### src/rtl/serial_adder.sv
// rtl/serial_adder.sv - bit-serial ripple adder, LSB first, one result per WIDTH+2 cycles
module serial_adder #(
  parameter int WIDTH = 8
) (
  input  logic             clk,
  input  logic             rst,
  input  logic             start,
  input  logic [WIDTH-1:0] a,
  input  logic [WIDTH-1:0] b,
  input  logic             cin,
  output logic             busy,
  output logic             done,
  output logic [WIDTH-1:0] sum,
  output logic             cout
);

  localparam int CW = $clog2(WIDTH);
  localparam logic [CW-1:0] LAST = CW'(WIDTH - 1);

  typedef enum logic [1:0] {
    S_IDLE = 2'd0,
    S_ADD  = 2'd1,
    S_DONE = 2'd2
  } state_t;

  state_t           r_state;
  state_t           w_next_state;
  logic [WIDTH-1:0] r_a;
  logic [WIDTH-1:0] r_b;
  logic [WIDTH-1:0] r_res;
  logic [WIDTH-1:0] r_sum;
  logic             r_cout;
  logic             r_carry;
  logic [CW-1:0]    r_cnt;

  logic             w_hs1_sum;
  logic             w_hs1_carry;
  logic             w_hs2_carry;
  logic             w_bit;
  logic             w_carry;
  logic [WIDTH-1:0] w_res_next;

  // Full adder as two cascaded half adders with their carries ORed.
  assign w_hs1_sum   = r_a[0] ^ r_b[0];
  assign w_hs1_carry = r_a[0] & r_b[0];
  assign w_bit       = w_hs1_sum ^ r_carry;
  assign w_hs2_carry = w_hs1_sum & r_carry;
  assign w_carry     = w_hs1_carry | w_hs2_carry;
  assign w_res_next  = {w_bit, r_res[WIDTH-1:1]};

  always_ff @(posedge clk) begin
    if (rst) begin
      r_state <= S_IDLE;
    end else begin
      r_state <= w_next_state;
    end
  end

  always_comb begin
    w_next_state = r_state;
    case (r_state)
      S_IDLE:  if (start) w_next_state = S_ADD;
      S_ADD:   if (r_cnt == LAST) w_next_state = S_DONE;
      S_DONE:  w_next_state = S_IDLE;
      default: w_next_state = S_IDLE;
    endcase
  end

  always_ff @(posedge clk) begin
    if (rst) begin
      r_a     <= '0;
      r_b     <= '0;
      r_res   <= '0;
      r_sum   <= '0;
      r_cout  <= 1'b0;
      r_carry <= 1'b0;
      r_cnt   <= '0;
    end else begin
      case (r_state)
        S_IDLE: begin
          if (start) begin
            r_a     <= a;
            r_b     <= b;
            r_carry <= cin;
            r_cnt   <= '0;
          end
        end
        S_ADD: begin
          r_res   <= w_res_next;
          r_a     <= {1'b0, r_a[WIDTH-1:1]};
          r_b     <= {1'b0, r_b[WIDTH-1:1]};
          r_carry <= w_carry;
          r_cnt   <= r_cnt + 1'b1;
          // Final bit goes straight to the output so sum lands on the ADD->DONE edge.
          if (r_cnt == LAST) begin
            r_sum  <= w_res_next;
            r_cout <= w_carry;
          end
        end
        default: ;
      endcase
    end
  end

  assign busy = (r_state == S_ADD);
  assign done = (r_state == S_DONE);
  assign sum  = r_sum;
  assign cout = r_cout;

endmodule
### config.mk
export PLATFORM = sky130hd
export DESIGN_NAME = serial_adder
export DESIGN_NICKNAME = d
export VERILOG_FILES = /design/src/rtl/serial_adder.sv
export SDC_FILE = /design/constraint.sdc
export NUM_CORES = 1
export LEC_CHECK = 0
export ABC_CLOCK_PERIOD_IN_PS = 1600
export BUFFER_PORTS_ARGS = -buffer_cell sky130_fd_sc_hd__buf_4
export CAP_MARGIN = 20
export CORE_MARGIN = 2
export CORE_UTILIZATION = 55
export CTS_BUF_LIST = sky130_fd_sc_hd__clkbuf_8
export DETAILED_ROUTE_END_ITERATION = 16
export PLACE_DENSITY = 0.84
export SLEW_MARGIN = 10
export SYNTH_ARGS = -nofsm -noshare
export SYNTH_HDL_FRONTEND = slang
export SYNTH_SLANG_ARGS = --single-unit
### constraint.sdc
create_clock -name clk -period 1.6 [get_ports clk]
set_clock_uncertainty 0.1 [all_clocks]
set_input_delay 0.32 -clock clk [delete_from_list [all_inputs] [get_ports clk]]
set_output_delay 0.32 -clock clk [all_outputs]
set_load 0.05 [all_outputs]
# --- Word-level counts from Yosys, hierarchy flattened ---
# Cells that the tools add are included.
totals:
  inputBits: 20
  wordCells: 35
  reg_bits: 39
  out_inout_bits: 11
op_classes:
  eq_ne: 5
  n_mux: 11
  n_addsub: 1
  bitwise_logic: 5
  reduce_logical: 5
ops:
  columns: ["op", "count"]
  rows:
  - ["one-hot mux 8 bit (2 select lines)", 2]
  - ["two-way mux 8 bit", 2]
  - ["one-hot mux 3 bit (2 select lines)", 1]
  - ["AND reduction 2 bit", 3]
  - ["two-way mux 2 bit", 2]
  - ["one-hot mux 2 bit (2 select lines)", 1]
  - ["adder 3 x 1 -> 3 bit, second input constant", 1]
  - ["== test 3 bit, second input constant", 1]
  - ["two-way mux 3 bit", 1]
  - ["AND 1 bit", 2]
  - ["== test 2 x 1 -> 1 bit, second input constant", 1]
  - ["== test 2 bit, second input constant", 1]
  - ["logical NOT 2 bit", 1]
  - ["inequality test 2 x 1 -> 1 bit, second input constant", 1]
  - ["inequality test 2 bit, second input constant", 1]
  - ["one-hot mux 1 bit (2 select lines)", 1]
  - ["nonzero test 2 bit", 1]
  - ["XOR 1 bit", 2]
  - ["two-way mux 1 bit", 1]
  - ["bitwise OR 1 bit", 1]

# --- Depth between registers and ports, before layout ---
depth:
  word_depth: 4
  ltp_mapped: 7
  ltp_nobuf: 5

# --- Worst setup path before layout ---
# OpenSTA, ideal clock, no wires.
synth_timing:
  kind: "register -> output"
  start: "register r_state[0]"
  end: "output done"
  path_stages_with_launch: 4
  path_buffers: 2
  setup_slack_ps: -82
  arrival_ps: 1262
  required_ps: 1180
  cell_sequence: "dfxtp_1 buf_2 buf_6 nor2b_1"
synth_via:
  elab_chain_cells: 1
synth_lines:
  columns: ["element", "line_no", "rtl"]
  rows:
  - ["start, declared", "26", "state_t r_state;"]
  - ["start signal, assigned", "55", "r_state <= w_next_state;"]
  - ["== test 2 bit", "106", "assign done = (r_state == S_DONE);"]
  - ["end, declared", "12", "output logic done,"]
# No other way between the ends.

# --- Worst setup path in the final report ---
layout_timing:
  start: "register r_state[1]"
  end: "output busy"
layout_via:
  elab_chain_cells: 1
layout_lines:
  columns: ["element", "line_no", "rtl"]
  rows:
  - ["== test 2 x 1 -> 1 bit", "105", "assign busy = (r_state == S_ADD);"]
  - ["end, declared", "11", "output logic busy,"]
# No other way between the ends.

==> results.md <==
- Mapped Nets: 192
- Setup TNS: 0 ns
- Number of fill cells: 206
- Syn_area_per_cell: 9.38 um2
- Layout area overhead: 21.6%
- RePlAce Congestion: 0.787
- DP Cell Count: 221
- Die width: 57.7 um
- Die Area: 3330 um2
- Final Net Count: 224
- Synth top area share: 0.480
- Post-route insts no fill: 233
- Peak supply drop: 0.943 mV
- Final setup violation count: 0
- Cell count after synthesis: 169
- CP Capture Type: output port
- Total CTS buffers: 5
- Clock Root Buffer: clkbuf_8
- 1st-iter DRT viols: 35
- Fin crit period: 1.56 ns
- Data arrival, critical path: 1.14 ns
- Share of cells above drive strength 1: 0.272
- Cell Chain, Critical Path: nand2b_1 > inv_4 > buf_6
- DR WL/cell: 13.3 um
- Total grt overflow: 0
- Slowest stage delay, CP: 0.36 ns
- Number of synthesized flops with an enable pin: 0
- Total Power: 0.00204 W
- Ant diodes: 0
- Critical Path RT: 1.18 ns
- Clock latency on the worst-skew pair: 0.29 ns
- Vias in the first global route: 1201
- HP Class: input pin to flip-flop
- Clk buf depth: 2
- Row count: 19
- Final period util: 0.973
- Max Fanout on Critical Path: 8
- Seq cells post-synth: 38
- Power density of the placed cells: 1060 nW/um2
- Count leader, synth: dfxtp_1
- Initial antenna violation count: 0
- Dominant cell type by area after synthesis: dfxtp_1
- Slowest stage cell, crit path: dfxtp_2
- Top post-synthesis cells by area: dfxtp_1 (48%), mux2i_1 (10%), nand2_1 (7.6%)
- ANT nets after route: 0
- Sequential element share of the synthesized area: 0.480
- # DRC: 0
- Outcome: complete, no violations
- CTS tree: done
- Clock slew at reported path FFs: 0.07 ns
- Achievable Freq: 643 MHz
- Core area: 2760 um2
- Vias: 1260
- Detailed Place HPWL: 2160 um
- Syn. warnings: 0
- Top FF cell, synth: dfxtp_1
- Clk sinks: 38
- First-pass GRT wire length: 5100 um
- Routed WL: 3100 um
- Max Cap Violations: 0
- Post-synth ARST share: 0
- Pin count of the biggest net entering global routing: 39
- H-tree levels: 2
- Worst slew margin: 0.740
- Mapped cell area: 1590 um2
- Height of the die: 57.7 um
- Commonest cells post-synth: dfxtp_1 (38), nand2_1 (32), nor2_1 (21)
- Pre-antenna DRT Iters: 4
- Final Hold Fails: 0
- Least-Margin Pin Slew: 0.389 ns
- GRT Util Overall: 0.203
- Count of different cell masters after synthesis: 24
- Average via count per standard cell: 5.41
- Leakage: 0.805 nW
- # port buffers: 30
- Setup crit start kind: flip-flop
- Ports: 31
- Initial Util: 0.575
- Worst setup path category: flip-flop to output port
- Fin util: 0.699
- Final Max Slew Viols: 0
[metal layers]
| metal | track usage | wire, um | share of wire |
|---|---|---|---|
| met1 | 0.239 | 1330 | 0.43 |
| met2 | 0.336 | 1530 | 0.49 |
| met5 | 0 | 0 | 0 |
| met3 | 0.0558 | 187 | 0.060 |
| met4 | 0.110 | 53 | 0.017 |
[state kept, by name, indices dropped and copies added, names as in the netlist]
signal,cells
r_a,8
cout,1
r_b,8
r_state,2
r_res,7
r_cnt,3
sum,8
r_carry,1
[path summary, 6_finish.rpt]
path / startpoint / cells after the start / to / slack, ns
worst max-delay path: r_state[1] / 3 / busy / 0.04
worst min-delay path: a[7] / 3 / r_a[7] / 0.18
worst max register to register: r_cnt[0] / 5 / cout / 0.19
worst min register to register: sum[2] / 2 / sum[2] / 0.36
[critical path, delay by kind of cell, from the launching register on]
kind,cells,cell delay [ns]
buffers and inverters,2,0.27
DFF,1,0.36
and+or+nand+nor,1,0.20
[placed cells by master (no fill, tap or decap), drive strengths merged]
cell type | Yosys | layout
nand2 | 32 | 32
nor3 | 1 | 1
clkbuf | 3 | 5
a21oi | 16 | 16
ha | 2 | 2
mux2i | 16 | 16
clkinv | 0 | 2
nor2 | 21 | 21
a211oi | 16 | 16
a22oi | 4 | 4
dfxtp | 38 | 38
bufinv | 0 | 1
buf | 10 | 38
fa | 1 | 1
nor3b | 1 | 1
inv | 2 | 2
nand2b | 1 | 1
and3b | 1 | 1
nor2b | 1 | 1
o21bai | 1 | 1
nand3b | 1 | 1
o21ba | 1 | 1
[cell type report]
class,count,area (um2),share of cell area
inverters,2,10.0,0.00519
multi-input cells,116,716,0.371
flip-flops and latches,38,766,0.397
well taps,31,38.8,0.0201
clock inverters,3,40.0,0.0208
repair buffers,38,289,0.150
clock buffers,5,68.8,0.0357
[per-stage QoR]
step	worst slack, ns	instance area, um2	hold slack (ns)
after CTS	0.0195	1900	0.179
after detailed placement	0.142	1780	0.348
final	0.0439	1930	0.179
after floorplan	0.175	1590	0.332
after global routing	-0.0164	1930	0.223
after global placement	0.227	1780	0.344
[cells by family (layout without fill, tap and decap cells)]
| logic type | Yosys count | in the layout | synth area share |
|---|---|---|---|
| muxes | 16 | 16 | 0.101 |
| buffers and inverters | 15 | 48 | 0.0702 |
| AOI/OAI and AO/OA | 38 | 38 | 0.166 |
| adders and majority gates | 3 | 3 | 0.0284 |
| DFF | 38 | 38 | 0.480 |
| and+or+nand+nor | 59 | 59 | 0.155 |
[power breakdown]
| part | total (W) | internal, W | switching (W) |
|---|---|---|---|
| registers | 0.00102 | 0.000991 | 0.0000311 |
| logic | 0.000226 | 0.000113 | 0.000113 |
| clock network | 0.000789 | 0.000458 | 0.000331 |
| total | 0.00204 | 0.00156 | 0.000475 |
[what timing repair did]
action,in CTS,in global routing
endpoints found under the setup margin,2,1
pin swaps,0,0
gates resized for setup,4,0
setup buffers,0,4
hold buffers,0,0
No activity file was read; power rests on OpenSTA's default activity.
